## config.mk

```make
export PLATFORM = sky130hd
export DESIGN_NAME = debounce_filter
export DESIGN_NICKNAME = d
export VERILOG_FILES = /design/src/rtl/debounce_pkg.sv /design/src/rtl/debounce_filter_sync2.sv /design/src/rtl/debounce_filter.sv
export SDC_FILE = /design/constraint.sdc
export NUM_CORES = 1
export LEC_CHECK = 0
export CAP_MARGIN = 20
export CORE_AREA = 4 4 41 43
export DETAILED_ROUTE_END_ITERATION = 6
export DIE_AREA = 0 0 45 47
export GPL_ROUTABILITY_DRIVEN = 0
export MAX_ROUTING_LAYER = met4
export PLACE_DENSITY = 0.73
export SLEW_MARGIN = 20
export SYNTH_ARGS = -nofsm -noshare
export SYNTH_HDL_FRONTEND = slang
export SYNTH_HIERARCHICAL = 1
export SYNTH_SLANG_ARGS = --single-unit
```

## constraint.sdc

```tcl
create_clock -name CK -period 3.7 [get_ports CK]
set_input_delay 0.74 -clock CK [delete_from_list [all_inputs] [get_ports CK]]
set_output_delay 0.74 -clock CK [all_outputs]
set_load 0.01 [all_outputs]
```

## src/rtl/debounce_pkg.sv

```systemverilog
// Shared definitions for the debounce filter slice.
// FSM encoding and the registered output bundle.
package debounce_pkg;

    localparam logic [0:0] IDLE  = 1'b0;
    localparam logic [0:0] COUNT = 1'b1;

    typedef struct packed {
        logic q;
        logic rise;
        logic fall;
        logic busy;
    } dbf_out_t;

endpackage

```

## src/rtl/debounce_filter_sync2.sv

```systemverilog
// Two-flop synchronizer bringing the raw D level into the CK domain.
// Both stages reset to INIT so a reset never creates a false edge.
module sync2 #(
    parameter logic INIT = 1'b0
) (
    input  logic CK,
    input  logic CD,
    input  logic D,
    output logic Q
);

    logic s1_q, s1_d;
    logic s2_q, s2_d;

    always_comb begin
        s1_d = D;
        s2_d = s1_q;
    end

    always_ff @(posedge CK) begin
        if (CD) begin
            s1_q <= INIT;
            s2_q <= INIT;
        end else begin
            s1_q <= s1_d;
            s2_q <= s2_d;
        end
    end

    assign Q = s2_q;

endmodule

```

## src/rtl/debounce_filter.sv

```systemverilog
// Debounce filter: Q follows the synchronized input only after it has
// held a new level for STABLE EN-qualified cycles; edges pulse RISE/FALL.
module debounce_filter
    import debounce_pkg::*;
#(
    parameter int   STABLE = 4,
    parameter int   CNT_W  = 8,
    parameter logic INIT   = 1'b0
) (
    input  logic CK,
    input  logic CD,
    input  logic D,
    input  logic EN,
    output logic Q,
    output logic RISE,
    output logic FALL,
    output logic BUSY
);

    localparam logic [CNT_W-1:0] LAST = CNT_W'(STABLE - 1);

    logic             s2;
    logic [0:0]       state_q, state_d;
    logic [CNT_W-1:0] cnt_q, cnt_d;
    dbf_out_t         out_q, out_d;

    sync2 #(
        .INIT(INIT)
    ) u_sync (
        .CK(CK),
        .CD(CD),
        .D (D),
        .Q (s2)
    );

    always_comb begin
        state_d    = state_q;
        cnt_d      = cnt_q;
        out_d.q    = out_q.q;
        out_d.rise = 1'b0;
        out_d.fall = 1'b0;
        if (state_q == IDLE) begin
            if (s2 != out_q.q) begin
                state_d = COUNT;
                cnt_d   = '0;
            end
        end else if (s2 == out_q.q) begin
            // input fell back before the window closed: reject the glitch
            state_d = IDLE;
            cnt_d   = '0;
        end else if (EN) begin
            if (cnt_q == LAST) begin
                out_d.q    = s2;
                out_d.rise = s2;
                out_d.fall = ~s2;
                state_d    = IDLE;
                cnt_d      = '0;
            end else begin
                cnt_d = cnt_q + 1'b1;
            end
        end
        out_d.busy = (state_d == COUNT);
    end

    always_ff @(posedge CK) begin
        if (CD) begin
            state_q <= IDLE;
            cnt_q   <= '0;
            out_q   <= '{q: INIT, rise: 1'b0, fall: 1'b0, busy: 1'b0};
        end else begin
            state_q <= state_d;
            cnt_q   <= cnt_d;
            out_q   <= out_d;
        end
    end

    assign Q    = out_q.q;
    assign RISE = out_q.rise;
    assign FALL = out_q.fall;
    assign BUSY = out_q.busy;

endmodule

```

## After elaboration in Yosys (flattened, before gate mapping)

Index checks and enable logic that the tools add are counted.

| word-level totals | value |
|---|---|
| bits in registers | 14 |
| bits of input ports | 4 |
| word-level logic and storage cells | 31 |

| cells by class | value |
|---|---|
| $add $sub $neg | 1 |
| equality and inequality tests | 4 |
| muxes and demuxes | 10 |
| bitwise gates (word level) | 5 |
| reduce and logical (&&, ||, !) cells | 4 |

Operator list:

| cell | number |
|---|---|
| $mux 8 | 5 |
| $add 8x1->8 const B | 1 |
| $eq 8x2->1 const B | 1 |
| $mux 1 | 5 |
| $not 1->1 | 5 |
| $reduce_or 5->1 | 1 |
| $reduce_and 4->1 | 1 |
| $ne 3x2->1 const B | 1 |
| $reduce_and 2->1 | 1 |
| $reduce_bool 2->1 | 1 |
| $eq 1x1->1 | 1 |
| $ne 1x1->1 | 1 |

## Logic depth before layout (Yosys ltp)

Gate-level depths: netlist of run 1.

| depth | value |
|---|---|
| depth after elaboration | 5 |
| mapped depth | 5 |
| gate-level depth less buffers | 5 |

## Hierarchy

Netlist of run 1, hierarchy kept.

Modules (own cells, without submodules):

| module | instances | cells each | area each (um2) | sequential area each (um2) |
|---|---|---|---|---|
| debounce_filter | 1 | 67 | 620.6 | 240.2 |
| sync2 | 1 | 4 | 52.6 | 40.0 |

## Worst setup path after synthesis of run 1

Ideal clock, no wire load.

| path | value |
|---|---|
| path kind | input to register |
| start point | in EN |
| end point | reg cnt_q[5] |
| library setup time | 83 ps |
| arrival | 1627 ps |
| slack | 1991 ps |
| stages on the path | 4 |
| buffers on the path | 0 |
| cells stage by stage | nand2_1 > a211oi_4 > or4b_1 > o221ai_1 |

| between the ends | value |
|---|---|
| cells in the longest elaborated chain, start to end | 2 |

Ends and longest elaborated chain:

| what | line | text |
|---|---|---|
| start, declared | debounce_filter.sv:13 | `input logic EN,` |
| $ne 3x2->1 (no source line) | n/a |  |
| $reduce_and 2->1 (no source line) | n/a |  |
| end signal, assigned | debounce_filter.sv:72 | `cnt_q <= cnt_d;` |
| end, declared | debounce_filter.sv:24 | `logic [CNT_W-1:0] cnt_q, cnt_d;` |

No other way between the ends.
A chain may end at the register's enable or synchronous reset.

## Final worst setup path of run 1

| path | value |
|---|---|
| start point | in EN |
| end point | reg cnt_q[7] |

The elaborated chain is that of the path after synthesis.

==> results.md, run 1 <==
- Status: finished clean
- Starting density of the core: between 50% and 60%
- Avg Cell Area, Syn: around 9.5 um^2
- CTS Buf Count: 3
- CTS tree: built
- Max Clk Rate: roughly 0.50 GHz
- Vias in the first global route: between 500 and 600
- Sw power: 58.2 uW
- CP Cell Sequence: clkdlybuf4s50_1 > nand2_1 > a211oi_4 > or4b_1 > o221ai_1
- Crit. End Element: register
- CTS hold repair buffers: 0
- Core area: approximately 1300 um^2
- Sw Ratio: about a fifth
- WHS Path Cells: 1
- Cells on worst reg2reg path: 5
- Routed len/inst: ~13 um
- Syn. warnings: 6
- Dpl ws: around 1400 ps
- Post-Route WL: ~1.2 mm
- Endpoints failing setup: 0
- Die height: 47 um
- Post-CTS sizing: 0
- DP Wirelength: a little under 900 um
- Nets@finish: 88
- Clk pwr share: 39.9%
- Gr usage total: around 15%
- Pleak: around 0.00026 uW
- Max-slew violation count: 0
- Final design utilization: 61.1%
- Synth Cell Area: about 670 um^2
- Setup repair after global routing missed its margin: no
- Antenna violations before repair: 0
- WP data required: approximately 4000 ps
- Clk_skew: about 6.2 ps
- Ant diodes: 0
- Maximum vdd drop: 0.195 mV
- Final Hold Violating Endpoints: 0
- Cells after synthesis: between 70 and 80
- Max Cap Viol: 0
- Cell Rows: 13
- Postcts setup bufs: 0
- Slew headroom: 64.4%
- Int Pwr: roughly 220 uW
- Library cells used by synthesis: 29
- Clock insertion delay at the later pin of the skew report: 280 ps
- Finished layout cell area: ~790 um^2
- Clock sink count: 14
- CTS H-Tree Depth: 1
- Adder-cell share of the synthesized area: 3.72%
- Seq pwr share: 55.4%
- Clk buf depth: 2
- First-pass GRT wire length: ~2.2 mm
- Hold Path Class: register to register
- Compound-Gate Fraction of Synth Area: 13.0%
- CP max stage cell: clkdlybuf4s50_1
- Fillers: ~130
- # IOs: 8
- Final setup margin: approximately 1700 ps
- Largest net degree at the start of global routing: 17
- Logic pwr share: 4.7%
- Clk root buf: clkbuf_4
- Final ANT Viol Nets: 0
- Synth Area in Simple Gates: roughly 31%
- Sequential share of the synthesized area: between 40% and 50%
- Syn_nets: slightly below 80
- Remaining DRCs: 0
- Initial DRC Count: 9
- Power density over the cells: 348 nW/um^2
- DR vias/cell: 5.63
- Main combinational cell family by area after synthesis: simple AND/OR/NAND/NOR gates
- Tmin final: approximately 2000 ps
- Total power: between 200 and 300 uW
- Grt total ovfl: 0
- Clock-pin slew on the worst setup and hold paths: about 80 ps
- Critical-path maximum fanout: 7
- Critical Path Source Type: primary input
- Initial DRT Pass Iterations: 2
- Seq cells post-synth: 14
- Mux contribution to synthesized area: 4.46%
- Critical Path AT: between 2000 and 2500 ps
- P&R area growth vs syn: 18.0%
- Via count: 540
- Die width: approximately 45 um
- Area post-placement: approximately 760 um^2
- Setup tns final: 0 ps
- CP max stage delay: about 460 ps
- Final period util: 54.2%
- Least-Margin Pin Slew: between 500 and 600 ps
- Critical path class: primary input to register
- Xor/xnor cell area share of the yosys netlist: 3.72%
- Share of cells above drive strength 1: under 10%
- # port buffers: 7
- DIE AREA: ~2100 um^2
worst paths after layout:
path,from,to,slack [ps]
setup / recovery,EN,cnt_q[7],1690
hold / removal,u_sync/s1_q,u_sync/Q,460
setup reg to reg,cnt_q[0],cnt_q[7],1940
hold reg to reg,u_sync/s1_q,u_sync/Q,460
critical path, delay by kind of cell:
| family | cells | cell delay, ps |
|---|---|---|
| compound gates | 2 | 390 |
| buf+inv | 1 | 460 |
| simple gates | 2 | 610 |
layer usage:
metal  global-route usage [%]  vias to the layer above  share of wire [%]
li1                         -                      280                  -
met1                     19.0                      252                 54
met2                     22.0                        6                 41
met3                     3.45                        2                3.1
met4                     8.77                        0                1.8
met5                        -                        -                  0
flip-flops by register name (all words and copies together) (netlist names):
register	flops
cnt_q	8
BUSY	1
FALL	1
Q	1
RISE	1
u_sync/Q	1
u_sync/s1_q	1
Yosys cell counts:
library cell   n  share of area, %
dfxtp_1       14                42
nand2_1        6               3.3
nor2_1         5               2.8
nor3_1         5               3.7
a21oi_1        3               2.2
inv_1          3               1.7
mux2i_1        3               4.5
nand3_1        3               2.2
nor2b_1        3               2.8
o221ai_1       3               3.9
ha_1           2               3.7
nand2b_1       2               1.9
nand3b_1       2               2.2
or4b_1         2               3.0
a211oi_4       1               3.0
a22oi_1        1               1.1
and4_1         1               1.3
clkbuf_1       1              0.56
nand4_1        1              0.93
nand4bb_1      1               1.7
nor3b_1        1               1.1
nor4_1         1              0.93
nor4b_2        1               2.2
o21ai_0        1              0.74
o21ai_1        1              0.74
o2bb2ai_1      1               1.3
or2b_1         1               1.1
xnor2_2        1               2.4
xor2_1         1               1.3
cell type report:
cell class                      count  area [um^2]  share of cell area [%]
Multi-Input combinational cell     53          378                    47.6
Sequential cell                    14          280                    35.3
Timing Repair Buffer                7         70.1                    8.82
Clock buffer                        4         36.3                    4.57
Tap cell                           15         18.8                    2.36
Inverter                            3         11.3                    1.42
placed cells by master, fill, tap and decap left out, types with 2 or more instances in the layout:
master | Yosys | layout
dfxtp_1 | 14 | 14
clkdlybuf4s50_1 | 0 | 7
nand2_1 | 6 | 6
nor3_1 | 5 | 5
nor2_1 | 5 | 5
mux2i_1 | 3 | 3
inv_1 | 3 | 3
o221ai_1 | 3 | 3
nand3_1 | 3 | 3
a21oi_1 | 3 | 3
nor2b_1 | 3 | 3
clkbuf_4 | 0 | 3
nand2b_1 | 2 | 2
or4b_1 | 2 | 2
nand3b_1 | 2 | 2
ha_1 | 2 | 2
cell families (layout without fill, tap and decap cells):
kind of cell	after synthesis	after routing
simple gates	35	35
flops	14	14
compound gates	11	11
buf+inv	4	14
mux	3	3
fa+ha+maj	2	2
xor+xnor	2	2
power by group through the flow:
stage / logic (uW) / registers (uW) / clock network [uW]
after floorplan: 7.15 / 156 / 0
after global placement: 12.9 / 156 / 0
after detailed placement: 13.1 / 157 / 0
after CTS: 13.1 / 153 / 113
after global routing: 14.2 / 153 / 120
final: 13.0 / 153 / 110
through the flow:
step                std cells  hold WS, ps
detailed placement         92          433
finish                     96          455
CTS                        96          457
global placement           92          428
floorplan                  71          414
global route               96          478
(Power assumes the default switching activity.)
==> run 2: changes to the inputs <==
--- a/config.mk
+++ b/config.mk
@@ -6,12 +6,12 @@
 export NUM_CORES = 1
 export LEC_CHECK = 0
 export CAP_MARGIN = 20
-export CORE_AREA = 4 4 41 43
+export CORE_MARGIN = 4
+export CORE_UTILIZATION = 46
 export DETAILED_ROUTE_END_ITERATION = 6
-export DIE_AREA = 0 0 45 47
 export GPL_ROUTABILITY_DRIVEN = 0
 export MAX_ROUTING_LAYER = met4
-export PLACE_DENSITY = 0.73
+export PLACE_DENSITY = 0.7
 export SLEW_MARGIN = 20
 export SYNTH_ARGS = -nofsm -noshare
 export SYNTH_HDL_FRONTEND = slang
==> constraint.sdc (replaced) <==
create_clock -name CK -period 1.75 [get_ports CK]
set_input_delay 0.35 -clock CK [delete_from_list [all_inputs] [get_ports CK]]
set_output_delay 0.35 -clock CK [all_outputs]
set_load 0.01 [all_outputs]
==> run 2 against run 1 <==
Compared with the run above: register-to-register slack lost 1800 ps; first-iteration DRC count is 11% lower; total power is 110% higher; non-clock buffer count up 7; sequential power increased by 110%; final area grew 8.3%; sequential share of layout area decreased by 2.6 points; wire length is 6.9% higher.
==> results.md, run 2 (same netlist as run 1, synthesis figures left out) <==
- Grt total ovfl: 0 (unchanged)
- CP delay by family, top: simple AND/OR/NAND/NOR gates
- CTS H-Tree Depth: 1 (unchanged)
- Pleak: 0.000294 uW (+13%)
- DR vias/cell: 5.52 (-1.8%)
- Critical Path AT: 1840 ps (-370 ps)
- Clock sink count: 14 (unchanged)
- CP Cell Sequence: ha_2 > nor4b_2 > a211oi_4 > or4b_4 > o221ai_2
- WP data required: 1970 ps (-1930 ps)
- Via count: 569 (+5.4%)
- Nets@finish: 95 (+8.0%)
- Routed len/inst: 12.9 um (-0.36%)
- Setup repair after global routing missed its margin: no
- Critical-path maximum fanout: 4 (-3)
- Initial DRT Pass Iterations: 4 (+2)
- Most frequent cells in the layout: 13 x dfxtp_1, 7 x clkdlybuf4s50_1, 7 x buf_4
- Critical R2R Launch: cnt_q[0]
- Clock insertion delay at the later pin of the skew report: 280 ps (about the same)
- Remaining DRCs: 0 (unchanged)
- Finished layout cell area: 861 um^2 (+8.3%)
- Status: finished clean
- Maximum vdd drop: 0.706 mV (+260%)
- # IOs: 8 (unchanged)
- Clk buf depth: 2 (unchanged)
- Least-Margin Pin Slew: 453 ps (-65.2 ps)
- Ant diodes: 0 (unchanged)
- Max Cap Viol: 0 (unchanged)
- Max-slew violation count: 0 (unchanged)
- Starting density of the core: 50.5% (-1.3 points)
- Max Clk Rate: roughly 0.62 GHz
- Largest Register: cnt_q
- Share of cells above drive strength 1: 20.5% (+12 points)
- Clock-pin slew on the worst setup and hold paths: 90 ps (about the same)
- CP max stage delay: 500 ps (+40 ps)
- CTS Buf Count: 3 (unchanged)
- First-pass GRT wire length: 2.39 mm (+7.1%)
- Clk root buf: clkbuf_4
- Gr usage total: 16.1% (+0.98 points)
- Min-delay src: u_sync/s1_q
- Core area: 1330 um^2 (+2.5%)
- CTS hold repair buffers: 0 (unchanged)
- # port buffers: 7 (unchanged)
- Die height: 46.3 um (-1.6%)
- Critical path class: register to register
- Sum of buffers and inverters on the critical path: 0 (-1)
- Post-Route WL: 1.33 mm (+6.9%)
- Slew headroom: 69.6% (+5.2 points)
- P&R area growth vs syn: 27.9%
- Final ANT Viol Nets: 0 (unchanged)
- Final Hold Violating Endpoints: 0 (unchanged)
- CP max stage cell: or4b_4
- Cell Rows: 13 (unchanged)
- Endpoints failing setup: 0 (unchanged)
- DIE AREA: 2140 um^2 (+1.2%)
- Largest net degree at the start of global routing: 12 (-5)
- Vias in the first global route: 573 (+13%)
- CTS tree: built
- Die width: 46.3 um (+2.8%)
- Antenna violations before repair: 0 (unchanged)
- Final period util: a little over 90%
- Crit. End Element: register
- DP Wirelength: 974 um (+11%)
- Commonest non-fill, non-tap cell in the layout: dfxtp_1
- Max FFs per register: 8 (unchanged)
- Critical Path Source Type: register
- Area post-placement: 818 um^2 (+7.9%)
- Tmin final: 1620 ps
- Worst Setup SP: cnt_q[0]
- Hold Path Class: register to register
- Setup tns final: 0 ps (unchanged)
- Clk_skew: 6.78 ps (+0.538 ps)
- Initial DRC Count: 8 (-1)
- Power density over the cells: 689 nW/um^2 (+98%)
-- run 2: cell types whose count changed in the layout (fill, tap and decap cells not counted), sizes merged --
cell	previous run	this run
buf	0	7
-- run 2: timing repair --
item | CTS | global route
setup endpoints to repair | 0 | 2
gates resized for setup | 0 | 4
buffers inserted | 0 | 0
-- run 2: worst paths after layout --
kind                   end  slack (ps)  depth (start not counted)
setup / recovery  cnt_q[5]         130                          5
hold reg to reg   u_sync/Q         450                          1
hold / removal    u_sync/Q         450                          1
setup reg to reg  cnt_q[5]         130                          5
-- run 2: where the power goes --
part	internal [uW]	switching [uW]
combinational	17.1	16.2
sequential	321	2.12
clock	127	110
-- run 2: layout make-up --
cell class	instances	area, um^2
fill	115	473
timing repair buffer	14	123
sequential	14	282
multi-input combinational	53	390
inverter	3	11.3
clock buffer	4	36.3
tap	15	18.8
-- run 2: metrics by stage --
stage                     hold WS [ps]  power (uW)  setup slack, ps  instances  utilization, %
after CTS                          460         601             61.9        104            64.1
after floorplan                    414         346              150         71               -
after global placement             437         363             48.0        100            61.4
after detailed placement           434         364             4.55        100            61.4
after global routing               478         622             27.2        103            64.5
final                              453         593              131        103            64.5
-- run 2: per-layer routing --
metal / track usage [%] / vias to the layer above / routed length (um)
li1: - / 293 / -
met1: 18.5 / 262 / 632
met2: 26.6 / 12 / 616
met3: 5.86 / 2 / 69
met4: 3.41 / 0 / 13
met5: - / - / 0
-- run 2: worst reg2reg max path, delay by kind of cell (launching register included) --
kind,cells,cell delay [ps]
DFF,1,330
AOI/OAI and AO/OA,2,360
and+or+nand+nor,2,690
adders and majority gates,1,190
